[src/rtl/cpu_types_pkg.sv]
// Shared LSU types: access size encoding, port FSM states and the captured request payload.
package cpu_types;

  localparam int unsigned XLEN   = 32;
  localparam int unsigned NLANES = XLEN / 8;

  typedef enum logic [1:0] {
    MEM_BYTE = 2'b00,
    MEM_HALF = 2'b01,
    MEM_WORD = 2'b10,
    MEM_RSVD = 2'b11
  } mem_size_t;

  typedef enum logic [1:0] {
    IDLE = 2'b00,
    ACC1 = 2'b01,
    ACC2 = 2'b10,
    DONE = 2'b11
  } lsu_state_t;

  typedef struct packed {
    logic            we;
    logic [XLEN-1:0] addr;
    mem_size_t       size;
    logic            is_unsigned;
    logic [XLEN-1:0] wdata;
  } lsu_req_t;

  // Reserved encoding behaves as a word access.
  function automatic logic [2:0] size_bytes(mem_size_t s);
    case (s)
      MEM_BYTE: size_bytes = 3'd1;
      MEM_HALF: size_bytes = 3'd2;
      default:  size_bytes = 3'd4;
    endcase
  endfunction

endpackage

[src/rtl/lsu_byte_align.sv]
// Byte-lane steering: write masks/data for both words of an access, and load extract/extend.
module lsu_byte_align
  import cpu_types::*;
(
  input  logic [1:0]      offset,
  input  mem_size_t       size,
  input  logic            is_unsigned,
  input  logic [XLEN-1:0] wdata,
  input  logic [XLEN-1:0] word_lo,
  input  logic [XLEN-1:0] word_hi,
  output logic            split_c,
  output logic [3:0]      wbe_lo_c,
  output logic [3:0]      wbe_hi_c,
  output logic [XLEN-1:0] wd_lo_c,
  output logic [XLEN-1:0] wd_hi_c,
  output logic [XLEN-1:0] rdata_c
);

  logic [2:0]        nbytes;
  logic [7:0]        mask8;
  logic [2*XLEN-1:0] wd64;
  logic [XLEN-1:0]   rd_sh;

  // Treat the two words as one 8-lane window; the high half spills into the next word.
  always_comb begin
    nbytes   = size_bytes(size);
    split_c  = (4'(offset) + 4'(nbytes)) > 4'd4;
    mask8    = ((8'd1 << nbytes) - 8'd1) << offset;
    wbe_lo_c = mask8[3:0];
    wbe_hi_c = mask8[7:4];
    wd64     = {32'd0, wdata} << {offset, 3'b000};
    wd_lo_c  = wd64[XLEN-1:0];
    wd_hi_c  = wd64[2*XLEN-1:XLEN];
    rd_sh    = XLEN'({word_hi, word_lo} >> {offset, 3'b000});
    case (size)
      MEM_BYTE: rdata_c = is_unsigned ? {24'd0, rd_sh[7:0]}  : {{24{rd_sh[7]}}, rd_sh[7:0]};
      MEM_HALF: rdata_c = is_unsigned ? {16'd0, rd_sh[15:0]} : {{16{rd_sh[15]}}, rd_sh[15:0]};
      default:  rdata_c = rd_sh;
    endcase
  end

endmodule

[src/rtl/lsu_mem_port.sv]
// Load/store port to a word-wide memory; unaligned accesses that straddle a word take two cycles.
module lsu_mem_port
  import cpu_types::*;
(
  input  logic            clk,
  input  logic            rst_n,
  input  logic            req_valid,
  output logic            req_ready,
  input  logic            req_we,
  input  logic [XLEN-1:0] req_addr,
  input  logic [1:0]      req_size,
  input  logic            req_unsigned,
  input  logic [XLEN-1:0] req_wdata,
  output logic            resp_valid,
  output logic [XLEN-1:0] resp_rdata,
  output logic [XLEN-1:0] mem_a,
  output logic            mem_we,
  output logic [3:0]      mem_wbe,
  output logic [XLEN-1:0] mem_wd,
  input  logic [XLEN-1:0] mem_rd
);

  lsu_state_t      state, next_state;
  lsu_req_t        req_q;
  logic [XLEN-1:0] word1_q, word2_q;
  logic [XLEN-1:0] word_lo, word_hi, base_a;
  logic            split_c, mem_we_c;
  logic [3:0]      wbe_lo_c, wbe_hi_c;
  logic [XLEN-1:0] wd_lo_c, wd_hi_c, rdata_c;

  // The word being read this cycle bypasses its register so the response can be registered into DONE.
  assign word_lo = (state == ACC1) ? mem_rd : word1_q;
  assign word_hi = (state == ACC2) ? mem_rd : word2_q;
  assign base_a  = {req_q.addr[XLEN-1:2], 2'b00};

  lsu_byte_align u_align (
    .offset      (req_q.addr[1:0]),
    .size        (req_q.size),
    .is_unsigned (req_q.is_unsigned),
    .wdata       (req_q.wdata),
    .word_lo     (word_lo),
    .word_hi     (word_hi),
    .split_c     (split_c),
    .wbe_lo_c    (wbe_lo_c),
    .wbe_hi_c    (wbe_hi_c),
    .wd_lo_c     (wd_lo_c),
    .wd_hi_c     (wd_hi_c),
    .rdata_c     (rdata_c)
  );

  always_ff @(posedge clk) begin
    if (!rst_n) state <= IDLE;
    else        state <= next_state;
  end

  always_comb begin
    next_state = state;
    mem_a      = '0;
    mem_we_c   = 1'b0;
    mem_wbe    = '0;
    mem_wd     = '0;
    case (state)
      IDLE: if (req_valid) next_state = ACC1;
      ACC1: begin
        mem_a      = base_a;
        next_state = split_c ? ACC2 : DONE;
        if (req_q.we) begin
          mem_we_c = 1'b1;
          mem_wbe  = wbe_lo_c;
          mem_wd   = wd_lo_c;
        end
      end
      ACC2: begin
        mem_a      = base_a + 32'd4;
        next_state = DONE;
        if (req_q.we) begin
          mem_we_c = 1'b1;
          mem_wbe  = wbe_hi_c;
          mem_wd   = wd_hi_c;
        end
      end
      DONE:    next_state = IDLE;
      default: next_state = IDLE;
    endcase
  end

  // Reset must suppress a write at the very edge it is asserted on.
  assign mem_we    = mem_we_c & rst_n;
  assign req_ready = rst_n & (state == IDLE);

  always_ff @(posedge clk) begin
    if (!rst_n) begin
      req_q      <= '0;
      word1_q    <= '0;
      word2_q    <= '0;
      resp_valid <= 1'b0;
      resp_rdata <= '0;
    end else begin
      if (state == IDLE && req_valid) begin
        req_q <= '{we: req_we, addr: req_addr, size: mem_size_t'(req_size),
                   is_unsigned: req_unsigned, wdata: req_wdata};
      end
      if (state == ACC1) word1_q <= mem_rd;
      if (state == ACC2) word2_q <= mem_rd;
      resp_valid <= (next_state == DONE);
      resp_rdata <= (next_state == DONE && !req_q.we) ? rdata_c : '0;
    end
  end

endmodule
[config.mk]
export PLATFORM = sky130hd
export DESIGN_NAME = lsu_mem_port
export DESIGN_NICKNAME = d
export VERILOG_FILES = /design/src/rtl/cpu_types_pkg.sv /design/src/rtl/lsu_byte_align.sv /design/src/rtl/lsu_mem_port.sv
export SDC_FILE = /design/constraint.sdc
export NUM_CORES = 1
export LEC_CHECK = 0
export CAP_MARGIN = 30
export CELL_PAD_IN_SITES_DETAIL_PLACEMENT = 1
export CELL_PAD_IN_SITES_GLOBAL_PLACEMENT = 2
export CORE_MARGIN = 2
export CORE_UTILIZATION = 33
export CTS_CLUSTER_SIZE = 25
export DETAILED_ROUTE_END_ITERATION = 16
export PLACE_DENSITY = 0.93
export SYNTH_ARGS = -nofsm -noshare
export SYNTH_HDL_FRONTEND = slang
export SYNTH_HIERARCHICAL = 1
export SYNTH_SLANG_ARGS = --single-unit
export TNS_END_PERCENT = 100
[constraint.sdc]
create_clock -name clk -period 7.95 [get_ports clk]
set_input_delay 2.385 -clock clk [delete_from_list [all_inputs] [get_ports clk]]
set_output_delay 2.385 -clock clk [all_outputs]
set_load 0.005 [all_outputs]
# After elaboration in Yosys (flattened, before gate mapping)
# Index checks and enable logic that the tools add are counted.
op_classes:
  div: 0
  bitwise_logic: 2
  shifts: 4
  mul: 0
  eq_ne: 5
  n_reduce_logical: 7
  muxes: 18
  magnitude_cmp: 1
  addsub: 3
op_table:
  columns: ["op", "count"]
  rows:
  - ["2-to-1 mux 32 bit", 6]
  - ["one-hot mux 32 bit (2 select lines)", 3]
  - ["<< shifter 32 x 5 -> 64 bit", 1]
  - ["right shift 64 x 5 -> 32 bit", 1]
  - ["adder 32 x 3 -> 32 bit (second input constant)", 1]
  - ["2-to-1 mux 4 bit", 2]
  - ["one-hot mux 2 bit (4 select lines)", 1]
  - ["one-hot mux 4 bit (2 select lines)", 1]
  - ["<< shifter 1 x 3 -> 8 bit (first input constant)", 1]
  - ["<< shifter 8 x 2 -> 8 bit", 1]
  - ["subtractor 8 x 1 -> 8 bit (second input constant)", 1]
  - ["== test 2 bit (second input constant)", 3]
  - ["one-hot mux 3 bit (2 select lines)", 1]
  - ["adder 2 x 3 -> 4 bit", 1]
  - ["== test 2 x 1 -> 1 bit (second input constant)", 2]
  - ["greater-than comparator 4 x 3 -> 1 bit (second input constant)", 1]
  - ["zero test 2 bit", 2]
  - ["2-to-1 mux 1 bit", 3]
  - ["AND 1 bit", 2]
  - ["logical AND 1 bit", 2]
  - ["2-to-1 mux 2 bit", 1]
  - ["AND reduction 2 bit", 1]
  - ["OR reduction 2 bit", 1]
  - ["zero test 1 bit", 1]
totals:
  wordCells: 50
  mem_count: 0
  mem_bits_rw: 0
  latch_bits: 0
  romBits: 0
  inputBits: 103
  regBits: 167

# Longest topological paths before layout
# Gate-level depths: netlist (run 1).
logic_depth:
  word_depth: 9
  ltp_mapped: 14
  mapped_depth_nobuf: 11

# By module
# Netlist (run 1), hierarchy kept.
modules_own_cells:
  columns: ["mod", "cells_each", "n_inst", "area_each_um2"]
  rows:
  - ["lsu_mem_port", 877, 1, 7445.9]
  - ["lsu_byte_align", 271, 1, 2222.1]

# Worst setup path before layout (run 1)
# OpenSTA, ideal clock, no wires.
synth_timing:
  path_kind: "input to output"
  startpoint: "input rst_n"
  endpoint: "output mem_we"
  slack_ns: 2.750
  arrival_ns: 2.815
  path_stages: 3
  required_time_ns: 5.565
  path_cell_list: "inv_2 clkbuf_1 nor2_1"
synth_between:
  elab_chain_cells: 1
synth_rtl:
  columns: ["item", "line_no", "rtl"]
  rows:
  - ["start, declared", "lsu_mem_port.sv:6", "input logic rst_n,"]
  - ["AND 1 bit", "lsu_mem_port.sv:88", "assign mem_we = mem_we_c & rst_n;"]
  - ["end, declared", "lsu_mem_port.sv:17", "output logic mem_we,"]
# No other way between the ends.

# Worst setup path after layout (run 1)
layout_timing:
  startpoint: "register req_q[33] (netlist name)"
  endpoint: "output mem_wbe[3]"
layout_between:
  elab_chain_cells: 7
  word_cells_on_any_way: 9
  cone_classes: "add/sub (1); eq/ne (1); shift (2); mux (4); reduce/logical (1)"
layout_rtl:
  columns: ["item", "line_no", "rtl"]
  rows:
  - ["start, declared", "lsu_mem_port.sv:24", "lsu_req_t req_q;"]
  - ["start signal, assigned", "lsu_mem_port.sv:100", "req_q <= '{we: req_we, addr: req_addr, size: mem_size_t'(req_size),"]
  - ["== test 2 x 1 -> 1 bit or zero test 2 bit (tied branches)", "cpu_types_pkg.sv:31", "case (s)"]
  - ["one-hot mux 3 bit (2 select lines) *", "cpu_types_pkg.sv:31", null]
  - ["<< shifter 1 x 3 -> 8 bit *", "lsu_byte_align.sv:28", "mask8 = ((8'd1 << nbytes) - 8'd1) << offset;"]
  - ["subtractor 8 x 1 -> 8 bit *", "lsu_byte_align.sv:28", null]
  - ["<< shifter 8 x 2 -> 8 bit *", "lsu_byte_align.sv:28", null]
  - ["net wbe_hi_c[3]", "lsu_mem_port.sv:28", "logic [3:0] wbe_lo_c, wbe_hi_c;"]
  - ["2-to-1 mux 4 bit *", "lsu_mem_port.sv:76", "if (req_q.we) begin"]
  - ["one-hot mux 4 bit (2 select lines) *", "lsu_mem_port.sv:62", "case (state)"]
  - ["end, declared", "lsu_mem_port.sv:18", "output logic [3:0] mem_wbe,"]
# The timed path passes the listed nets; every way through them passes the cells marked *.

==> flow_summary_export.csv, run 1 <==
group,metric,value,unit
run_status,status,"completed",
critical_path,critPathTopFamily,"simple AND/OR/NAND/NOR gates",
clock_tree,cts_inserted_buffers,17,
clock_tree,cts_resized,0,
yosys,netlist_area,9370,um2
sta,fin_crit,6.33,ns
place,numPortBuffers,203,
floorplanning,ios,206,
sta,worstMarginPinSlew,0.992,ns
power,ir_drop,0.207,mV
sta,finalCritPeriodShare,0.796,
critical_path,crit_type,"flip-flop to primary output",
detailed_routing,vias,8787,
clock_tree,clock_path_buffers,2,
global_route,grt_pass1_vias,8802,
job,max_cap_viol_count,0,
critical_path,critical_path.startpoint_type,"flip-flop",
detailed_routing,via_per_inst,5.33,
finish,area_delta_synth_final,29.8,%
critical_path,cp_cell_sequence,"nor2b_1, inv_1, ha_1, nor2b_1, mux2i_1, o22ai_1, a32o_1, a22oi_1, nor2_1, clkdlybuf4s50_1",
detailed_routing,first_pass_iters,5,
detailed_routing,drt_iter0_drc,569,
power,powerDensity,290,nW/um2
critical_path,critPathSlowestCell,"nor2b_1",
critical_path,slowest_delay,0.79,ns
sta,finClkSkew,0.0152,ns
clock_tree,post_cts.repair.setup_buffers,0,
yosys,ys_warn_count,6,
clock_tree,cts_tree,"built",
floorplanning,die_y,172,um
critical_path,worst-path-buf-inv,2,
sta,drv_slew,0,
place,routabilityCongestion,0.823,
critical_path,crit_top_cell,"nor2b_1",
floorplanning,initial_core_util,0.336,
sta,final.setup.tns,0,ns
floorplanning,chipWidth,172,um
global_route,grt_first_pass_wirelength,48800,um
place,dp_hpwl,21800,um
detailed_routing,totalWireLength,31600,um
global_route,grt-ovfl-total,0,
detailed_routing,drc,0,
min_path,worstHoldPathType,"flip-flop to flip-flop",
clock_tree,cts.clk_slew.worst_paths,0.07,ns
clock_tree,clk_latency,0.44,ns
finish,fin_util,0.436,
finish,mostFrequentLayoutCells,"203 x clkdlybuf4s50_1, 180 x nand2_1, 157 x dfxtp_1",
clock_tree,cts_root_buffer,"clkbuf_16",
global_route,grt_max_degree,78,
power,power_leakage,4.24,nW
sta,hold_viol_final,0,
finish,fin_nets,1369,
floorplanning,rows,61,
critical_path,crit_required,5.57,ns
floorplanning,die-area,29800,um2
clock_tree,cts_max_level,4,
clock_tree,cts-hold-fix-buffers,0,
critical_path,cp_max_fo,17,
floorplanning,core,27900,um2
detailed_routing,detail-route-antenna-nets,0,
sta,max_slew_margin,0.334,
critical_path,endpoint_kind,"primary output",
clock_tree,cts.sinks,159,
yosys,synth_area_per_cell,8.33,um2
sta,fmax,158,MHz
global_route,grt_util_all_layers,0.212,
finish,antennaDiodeCount,0,
sta,rsz0062_at_grt,"no",
sta,setup_viol,0,
global_route,antenna_found_initial,0,
critical_path,crit_arrival,3.95,ns
yosys,synthCells,1124,
finish,final_common_cell,"clkdlybuf4s50_1",
detailed_routing,post_drt_wl_per_cell,19.2,um
finish,layout-drive-gt1-share,0.121,
[metal layers]
layer | routed length, um | GRT usage
met4 | 510 | 0.0537
met3 | 1380 | 0.0309
met1 | 14200 | 0.274
met5 | 0 | 0
met2 | 15600 | 0.370
[final cells by class]
class	instances	area, um2
timing repair buffer	216	2140
clock buffer	17	425
clock inverter	15	216
sequential	159	3190
tap	378	473
inverter	17	63.8
fill	3287	15700
multi-input combinational	847	5650
[power breakdown]
| group | internal (mW) | total, mW | switching, mW |
|---|---|---|---|
| sequential | 0.958 | 1.11 | 0.154 |
| combinational | 0.676 | 1.53 | 0.853 |
| clock | 0.440 | 0.879 | 0.439 |
| total | 2.07 | 3.52 | 1.45 |
[stage by stage]
| stage | setup slack (ns) | instance area [um2] | power, mW | hold WS, ns | cells |
|---|---|---|---|---|---|
| CTS | 1.67 | 12200 | 3.55 | 0.460 | 1649 |
| global route | 1.31 | 12200 | 3.75 | 0.500 | 1649 |
| global placement | 1.80 | 11500 | 2.60 | 0.448 | 1614 |
| finish | 1.62 | 12200 | 3.52 | 0.460 | 1649 |
| detailed placement | 1.83 | 11500 | 2.66 | 0.450 | 1617 |
| floorplan | 2.75 | 9400 | 2.18 | 0.433 | 1132 |
[worst register-to-register path, stage by stage, from the launching register on]
cell and delay, ns:
dfxtp_1 0.42, nor2b_1 0.80, inv_1 0.26, ha_1 0.50, nand2_1 0.79, o221ai_1 0.23, nor2b_1 0.18, o31ai_1 0.12
nor3_2 0.21, buf_4 0.32, and2_1 0.22
[worst paths after layout]
path	slack (ns)	cells past startpoint	end	from
max	1.62	10	mem_wbe[3]	req_q[33]
min	0.46	2	req_q[32]	req_q[32]
max reg2reg	3.86	10	resp_rdata[16]	req_q[33]
min reg2reg	0.46	2	req_q[32]	req_q[32]
[state kept, by name, indices dropped and copies added, names as in the netlist]
signal,cells
base_a,30
req_q,38
resp_rdata,32
resp_valid,1
state,2
word1_q,32
word2_q,24
(Power assumes the default switching activity.)
==> run 2: changes to the inputs <==
--- a/config.mk
+++ b/config.mk
@@ -9,10 +9,10 @@
 export CELL_PAD_IN_SITES_DETAIL_PLACEMENT = 1
 export CELL_PAD_IN_SITES_GLOBAL_PLACEMENT = 2
 export CORE_MARGIN = 2
-export CORE_UTILIZATION = 33
+export CORE_UTILIZATION = 27
 export CTS_CLUSTER_SIZE = 25
 export DETAILED_ROUTE_END_ITERATION = 16
-export PLACE_DENSITY = 0.93
+export PLACE_DENSITY = 0.82
 export SYNTH_ARGS = -nofsm -noshare
 export SYNTH_HDL_FRONTEND = slang
 export SYNTH_HIERARCHICAL = 1
==> constraint.sdc (replaced) <==
create_clock -name clk -period 5.5 [get_ports clk]
set_input_delay 1.65 -clock clk [delete_from_list [all_inputs] [get_ports clk]]
set_output_delay 1.65 -clock clk [all_outputs]
set_load 0.005 [all_outputs]
==> run 2 against run 1 <==
Clock power increased by 44%. Sequential cell count unchanged. Critical path depth decreased by 3. Total power increased by 45%. Utilization decreased by 7.8 points. Worst setup slack got worse by 1.2 ns. Worst hold slack about the same. Sequential share of layout area decreased by 0.32 points. Clock skew decreased by 0.0013 ns. Design area increased by 1.2%. Register-to-register slack got worse by 1.9 ns. Largest cell class unchanged.
==> flow_summary_export.csv, run 2 (synthesis gave the netlist of run 1 again) <==
group,metric,value,unit
global_route,antenna_found_initial,2,
floorplanning,die-area,36200,um2
critical_path,worst-path-buf-inv,2,
power,ir_drop,0.218,mV
critical_path,crit_type,"flip-flop to primary output",
critical_path,crit_arrival,3.41,ns
power,powerDensity,416,nW/um2
finish,mostFrequentLayoutCells,"203 x clkdlybuf4s50_1, 180 x nand2_1, 157 x dfxtp_1",
critical_path,critical_path.startpoint_type,"flip-flop",
sta,max_slew_margin,0.308,
clock_tree,cts.sinks,159,
floorplanning,initial_core_util,0.273,
sta,worstMarginPinSlew,1.03,ns
global_route,grt_util_all_layers,0.176,
power,p_sw,2.10,mW
finish,fill_cells,4065,
finish,regArea,3190,um2
critical_path,cp_max_fo,18,
clock_tree,cts_resized,0,
global_route,grt-ovfl-total,0,
min_path,worstHoldPathType,"flip-flop to flip-flop",
critical_path,slowest_delay,0.70,ns
power,p_sw_frac,0.410,
detailed_routing,detail-route-antenna-nets,0,
place,placed_cell_area,11700,um2
global_route,grt_first_pass_wirelength,50000,um
clock_tree,cts_inserted_buffers,17,
clock_tree,post_cts.repair.setup_buffers,0,
finish,largest_reg_flops,38,
floorplanning,die_y,190,um
detailed_routing,via_per_inst,4.99,
detailed_routing,post_drt_wl_per_cell,18.5,um
clock_tree,clk_latency,0.44,ns
floorplanning,rows,68,
sta,hold_viol_final,0,
floorplanning,chipWidth,190,um
finish,largest-register,"req_q",
clock_tree,cts_max_level,4,
clock_tree,cts.clk_slew.worst_paths,0.07,ns
power,p_int,3.02,mW
place,numPortBuffers,203,
detailed_routing,drc,0,
sta,final.setup.tns,0,ns
global_route,grt_max_degree,70,
critical_path,worstSetupPathDepth,7,
finish,final_common_cell,"clkdlybuf4s50_1",
critical_path,critPathTopFamily,"simple AND/OR/NAND/NOR gates",
min_path,hold_depth,2,
critical_path,cp_cell_sequence,"inv_1, ha_1, nand2_1, nor4_1, a32oi_1, o21ai_0, clkdlybuf4s50_1",
power,pwr-share-clk,0.248,
detailed_routing,drt_iter0_drc,466,
place,dp_hpwl,22600,um
sta,finClkSkew,0.0139,ns
clock_tree,cts_tree,"built",
finish,postLayoutCellArea,12300,um2
place,routabilityCongestion,0.813,
critical_path,endpoint_kind,"primary output",
floorplanning,core,34400,um2
sta,rsz0062_at_grt,"no",
power,power_leakage,4.27,nW
job,max_cap_viol_count,0,
sta,fin_crit,5.06,ns
sta,fmax,198,MHz
sta,finalCritPeriodShare,0.920,
run_status,status,"completed",
critical_path,critPathSlowestCell,"ha_1",
critical_path,worstRegToRegCells,9,
clock_tree,cts_root_buffer,"clkbuf_16",
detailed_routing,totalWireLength,32100,um
floorplanning,ios,206,
finish,fin_nets,1373,
clock_tree,clock_path_buffers,2,
finish,area_delta_synth_final,31.4,%
global_route,grt_pass1_vias,8963,
detailed_routing,vias,8640,
power,combPwrFrac,0.439,
clock_tree,cts-hold-fix-buffers,0,
finish,layout-drive-gt1-share,0.124,
finish,reg_top3,"req_q (38), resp_rdata (32), word1_q (32)",
detailed_routing,first_pass_iters,5,
sta,setup_viol,0,
finish,multi_input_area,5660,um2
sta,drv_slew,0,
power,seqPwrFrac,0.313,
critical_path,crit_required,3.85,ns
-- run 2: cell types whose count changed in the layout (fill, tap and decap cells not counted) --
cell,previous run,this run
buf_4,11,16
ha_4,1,2
buf_12,0,1
inv_12,4,3
diode_2,0,1
inv_8,1,0
buf_6,2,0
clkinv_8,7,9
ha_2,1,0
-- run 2: final timing paths --
kind,startpoint,slack (ns),end
hold reg to reg,req_q[32],0.46,req_q[32]
setup / recovery,state[0],0.44,mem_a[26]
hold / removal,req_q[32],0.46,req_q[32]
setup reg to reg,state[1],1.92,resp_rdata[23]
-- run 2: metrics by stage --
stage | setup WS, ns | total power, mW | std cells | hold slack (ns) | utilization
final | 0.442 | 5.12 | 1731 | 0.459 | 0.358
after global placement | 0.843 | 3.82 | 1697 | 0.447 | 0.339
after CTS | 0.413 | 5.20 | 1730 | 0.465 | 0.358
after floorplan | 1.77 | 3.16 | 1132 | 0.433 | -
after global routing | 0.126 | 5.47 | 1731 | 0.492 | 0.358
after detailed placement | 0.846 | 3.89 | 1698 | 0.454 | 0.339
-- run 2: layout make-up --
type / instances / share of cell area
Timing Repair Buffer: 220 / 0.176
Tap cell: 455 / 0.0463
Clock buffer: 17 / 0.0346
Multi-Input combinational cell: 847 / 0.460
Inverter: 17 / 0.00519
Clock inverter: 15 / 0.0180
Antenna cell: 1 / 0.000203
Sequential cell: 159 / 0.259
-- run 2: worst reg2reg max path, cell delays in order, from the launching register on --
cell and delay [ns]:
dfxtp_1 0.33, inv_1 0.14, ha_4 0.55, buf_4 0.58, mux2_2 0.45, mux4_2 0.54, nand3_4 0.14, and2_4 0.34
o221ai_1 0.21, and2_1 0.20
-- run 2: layer usage --
layer,vias to the layer above,global-route usage,wire length [um]
met5,-,0,13
met4,2,0.0477,567
met3,32,0.0363,1540
met2,208,0.293,14900
met1,4189,0.231,15100
li1,4209,-,-
-- run 2: power groups by stage --
stage,logic [mW],clock network [mW],registers (mW)
6_report,2.25,1.27,1.60
2_1_floorplan,1.65,0,1.51
5_1_grt,2.47,1.36,1.63
3_5_place_dp,2.27,0,1.63
4_1_cts,2.28,1.32,1.60
3_3_place_gp,2.21,0,1.62
==> run 3: changes to the inputs <==
--- a/config.mk
+++ b/config.mk
@@ -12,9 +12,8 @@
 export CORE_UTILIZATION = 27
 export CTS_CLUSTER_SIZE = 25
 export DETAILED_ROUTE_END_ITERATION = 16
-export PLACE_DENSITY = 0.82
+export PLACE_DENSITY = 0.83
 export SYNTH_ARGS = -nofsm -noshare
 export SYNTH_HDL_FRONTEND = slang
-export SYNTH_HIERARCHICAL = 1
 export SYNTH_SLANG_ARGS = --single-unit
 export TNS_END_PERCENT = 100
==> run 3 against run 2 <==
Design area down 1.4%. Routed wire length rose by 1.5%. Highest routed layer is now met4. Clock skew fell by 0.0010 ns.
==> flow_summary_export.csv, run 3 <==
group,metric,value,unit
power,combPwrFrac,0.436,
yosys,synthCells,1094,
yosys,async_flop_share,0,
power,seqPwrFrac,0.320,
global_route,grt_first_pass_wirelength,50900,um
global_route,grt_max_degree,107,
global_route,grt_pass1_vias,8878,
clock_tree,cts_max_level,4,
sta,fmax,202,MHz
detailed_routing,highest_layer,"met4",
yosys,synth_top_area_share,0.344,
floorplanning,rows,67,
clock_tree,cts.clk_slew.worst_paths,0.08,ns
power,p_sw,2.05,mW
clock_tree,cts_tree,"built",
critical_path,endpoint_kind,"primary output",
finish,reg_top3,"req_q (38), resp_rdata (32), word1_q (32)",
global_route,grt_util_all_layers,0.181,
finish,area_delta_synth_final,31.1,%
sta,max_slew_margin,0.358,
floorplanning,initial_core_util,0.276,
place,routabilityCongestion,0.825,
detailed_routing,drc,0,
floorplanning,chipWidth,189,um
critical_path,crit_arrival,3.31,ns
finish,largest-register,"req_q",
yosys,synth-edff-count,0,
yosys,netlist_area,9260,um2
critical_path,r2r_start,"req_q[35]",
sta,finClkSkew,0.0129,ns
clock_tree,cts_inserted_buffers,17,
sta,worst_slack,0.543,ns
finish,final_common_cell,"nand2_1",
detailed_routing,via_per_inst,5.11,
yosys,ys_types,66,
clock_tree,cts_resized,0,
yosys,ys_seq_area_frac,0.344,
critical_path,critPathSlowestCell,"nor2_1",
detailed_routing,route.met2.wl,15000,um
critical_path,critPathTopFamily,"buffers and inverters",
clock_tree,clk_latency,0.44,ns
finish,mostFrequentLayoutCells,"203 x nand2_1, 202 x clkdlybuf4s50_1, 157 x dfxtp_1",
critical_path,slowest_delay,0.74,ns
finish,largest_reg_flops,38,
yosys,ys_ff_latch,159,
job,max_cap_viol_count,0,
sta,finalCritPeriodShare,0.901,
finish,layout-drive-gt1-share,0.130,
critical_path,cp_max_fo,19,
sta,drv_slew,0,
global_route,grt-ovfl-total,0,
sta,worstMarginPinSlew,0.962,ns
power,finalPower,5.05,mW
sta,rsz0062_at_grt,"no",
power,powerDensity,416,nW/um2
critical_path,cp_cell_sequence,"inv_1, ha_2, inv_1, nor2_1, a22oi_1, nor2_1, clkdlybuf4s50_1",
finish,fin_nets,1344,
finish,fill_cells,3919,
sta,hold_viol_final,0,
global_route,antenna_found_initial,2,
sta,setup_viol,0,
floorplanning,die_y,189,um
yosys,ys.flop_type,"dfxtp_1",
yosys,yosysTopAreaCell,"dfxtp_1",
power,ir_drop,0.234,mV
finish,fin_cells,1695,
floorplanning,die-area,35800,um2
detailed_routing,dr_wl_met3,1720,um
detailed_routing,first_pass_iters,4,
finish,regArea,3190,um2
power,p_sw_frac,0.405,
clock_tree,cts_root_buffer,"clkbuf_16",
yosys,synthTopCellsByArea,"dfxtp_1 34%, mux2_2 8.8%, nand2_1 8.3%, mux4_2 5.8%, a21boi_0 5.8%",
yosys,yosysMostFrequentCell,"nand2_1",
critical_path,critical_path.startpoint_type,"flip-flop",
power,power_leakage,4.23,nW
yosys,ys_top_cells_by_count,"204 x nand2_1, 159 x dfxtp_1, 72 x mux2_2",
detailed_routing,vias,8654,
clock_tree,cts-hold-fix-buffers,0,
sta,final.setup.tns,0,ns
critical_path,crit_type,"flip-flop to primary output",
sta,fin_crit,4.96,ns
critical_path,critPathLaunch,"state[0]",
place,placed_cells,1662,
power,p_int,3.01,mW
power,pwr-share-clk,0.243,
critical_path,worst-path-buf-inv,3,
place,numPortBuffers,203,
floorplanning,ios,206,
detailed_routing,met1_length,15200,um
detailed_routing,totalWireLength,32600,um
clock_tree,cts.sinks,159,
yosys,ys_warn_count,0,
clock_tree,clock_path_buffers,2,
yosys,synth_area_per_cell,8.47,um2
min_path,hp-start,"req_q[0]",
detailed_routing,drt_iter0_drc,596,
floorplanning,core,33600,um2
min_path,worstHoldPathType,"flip-flop to flip-flop",
clock_tree,post_cts.repair.setup_buffers,0,
place,place_ws,1.04,ns
run_status,status,"completed",
place,dp_hpwl,23000,um
detailed_routing,post_drt_wl_per_cell,19.2,um
critical_path,crit_required,3.85,ns
detailed_routing,detail-route-antenna-nets,0,
finish,multi_input_area,5540,um2
run 3: worst paths after layout:
kind / endpoint / slack [ns] / cells after the start
worst min register to register: req_q[0] / 0.51 / 2
worst min-delay path: req_q[0] / 0.51 / 2
worst max register to register: resp_rdata[22] / 2.37 / 8
worst max-delay path: mem_wd[22] / 0.54 / 7
run 3: power by group through the flow:
stage                     clock network [mW]  registers, mW  logic (mW)
after floorplan                            0           1.52        1.57
after global placement                     0           1.63        2.16
after detailed placement                   0           1.64        2.20
after CTS                               1.27           1.62        2.23
after global routing                    1.31           1.65        2.43
final                                   1.23           1.62        2.20
run 3: per-stage QoR:
| stage | hold WS (ns) | instance area [um2] | utilization |
|---|---|---|---|
| floorplan | 0.460 | 9270 | - |
| global placement | 0.482 | 11500 | 0.343 |
| detailed placement | 0.493 | 11500 | 0.343 |
| CTS | 0.504 | 12100 | 0.361 |
| global route | 0.531 | 12100 | 0.361 |
| finish | 0.505 | 12100 | 0.361 |
run 3: cell type report:
type	count	area share
multi-input cells	814	0.456
repair buffers	219	0.177
clock buffers	17	0.0350
inverters	22	0.00680
well taps	448	0.0462
diodes	1	0.000206
clock inverters	15	0.0159
flip-flops and latches	159	0.263
run 3: worst reg2reg max path: cells and delay by family, from the launching register on:
kind,cells,cell delay (ns)
buffers and inverters,3,1.05
AO/OA/AOI/OAI,3,0.90
flip-flops,1,0.62
adder cells (fa/ha/maj),1,0.25
AND/OR/NAND/NOR,1,0.22
run 3: cells by family after synthesis:
family | count (synthesis) | synth area share
buffers and inverters | 122 | 0.0601
flip-flops | 159 | 0.344
AO/OA/AOI/OAI | 248 | 0.186
other | 1 | 0.000405
adder cells (fa/ha/maj) | 8 | 0.0108
XOR/XNOR | 4 | 0.00378
multiplexers | 115 | 0.167
AND/OR/NAND/NOR | 437 | 0.228
run 3: layer usage:
layer  global-route usage  up-vias
li1                     -     4150
met1                0.243     4247
met2                0.297      227
met3               0.0326       30
met4               0.0538        0
met5                    0        -
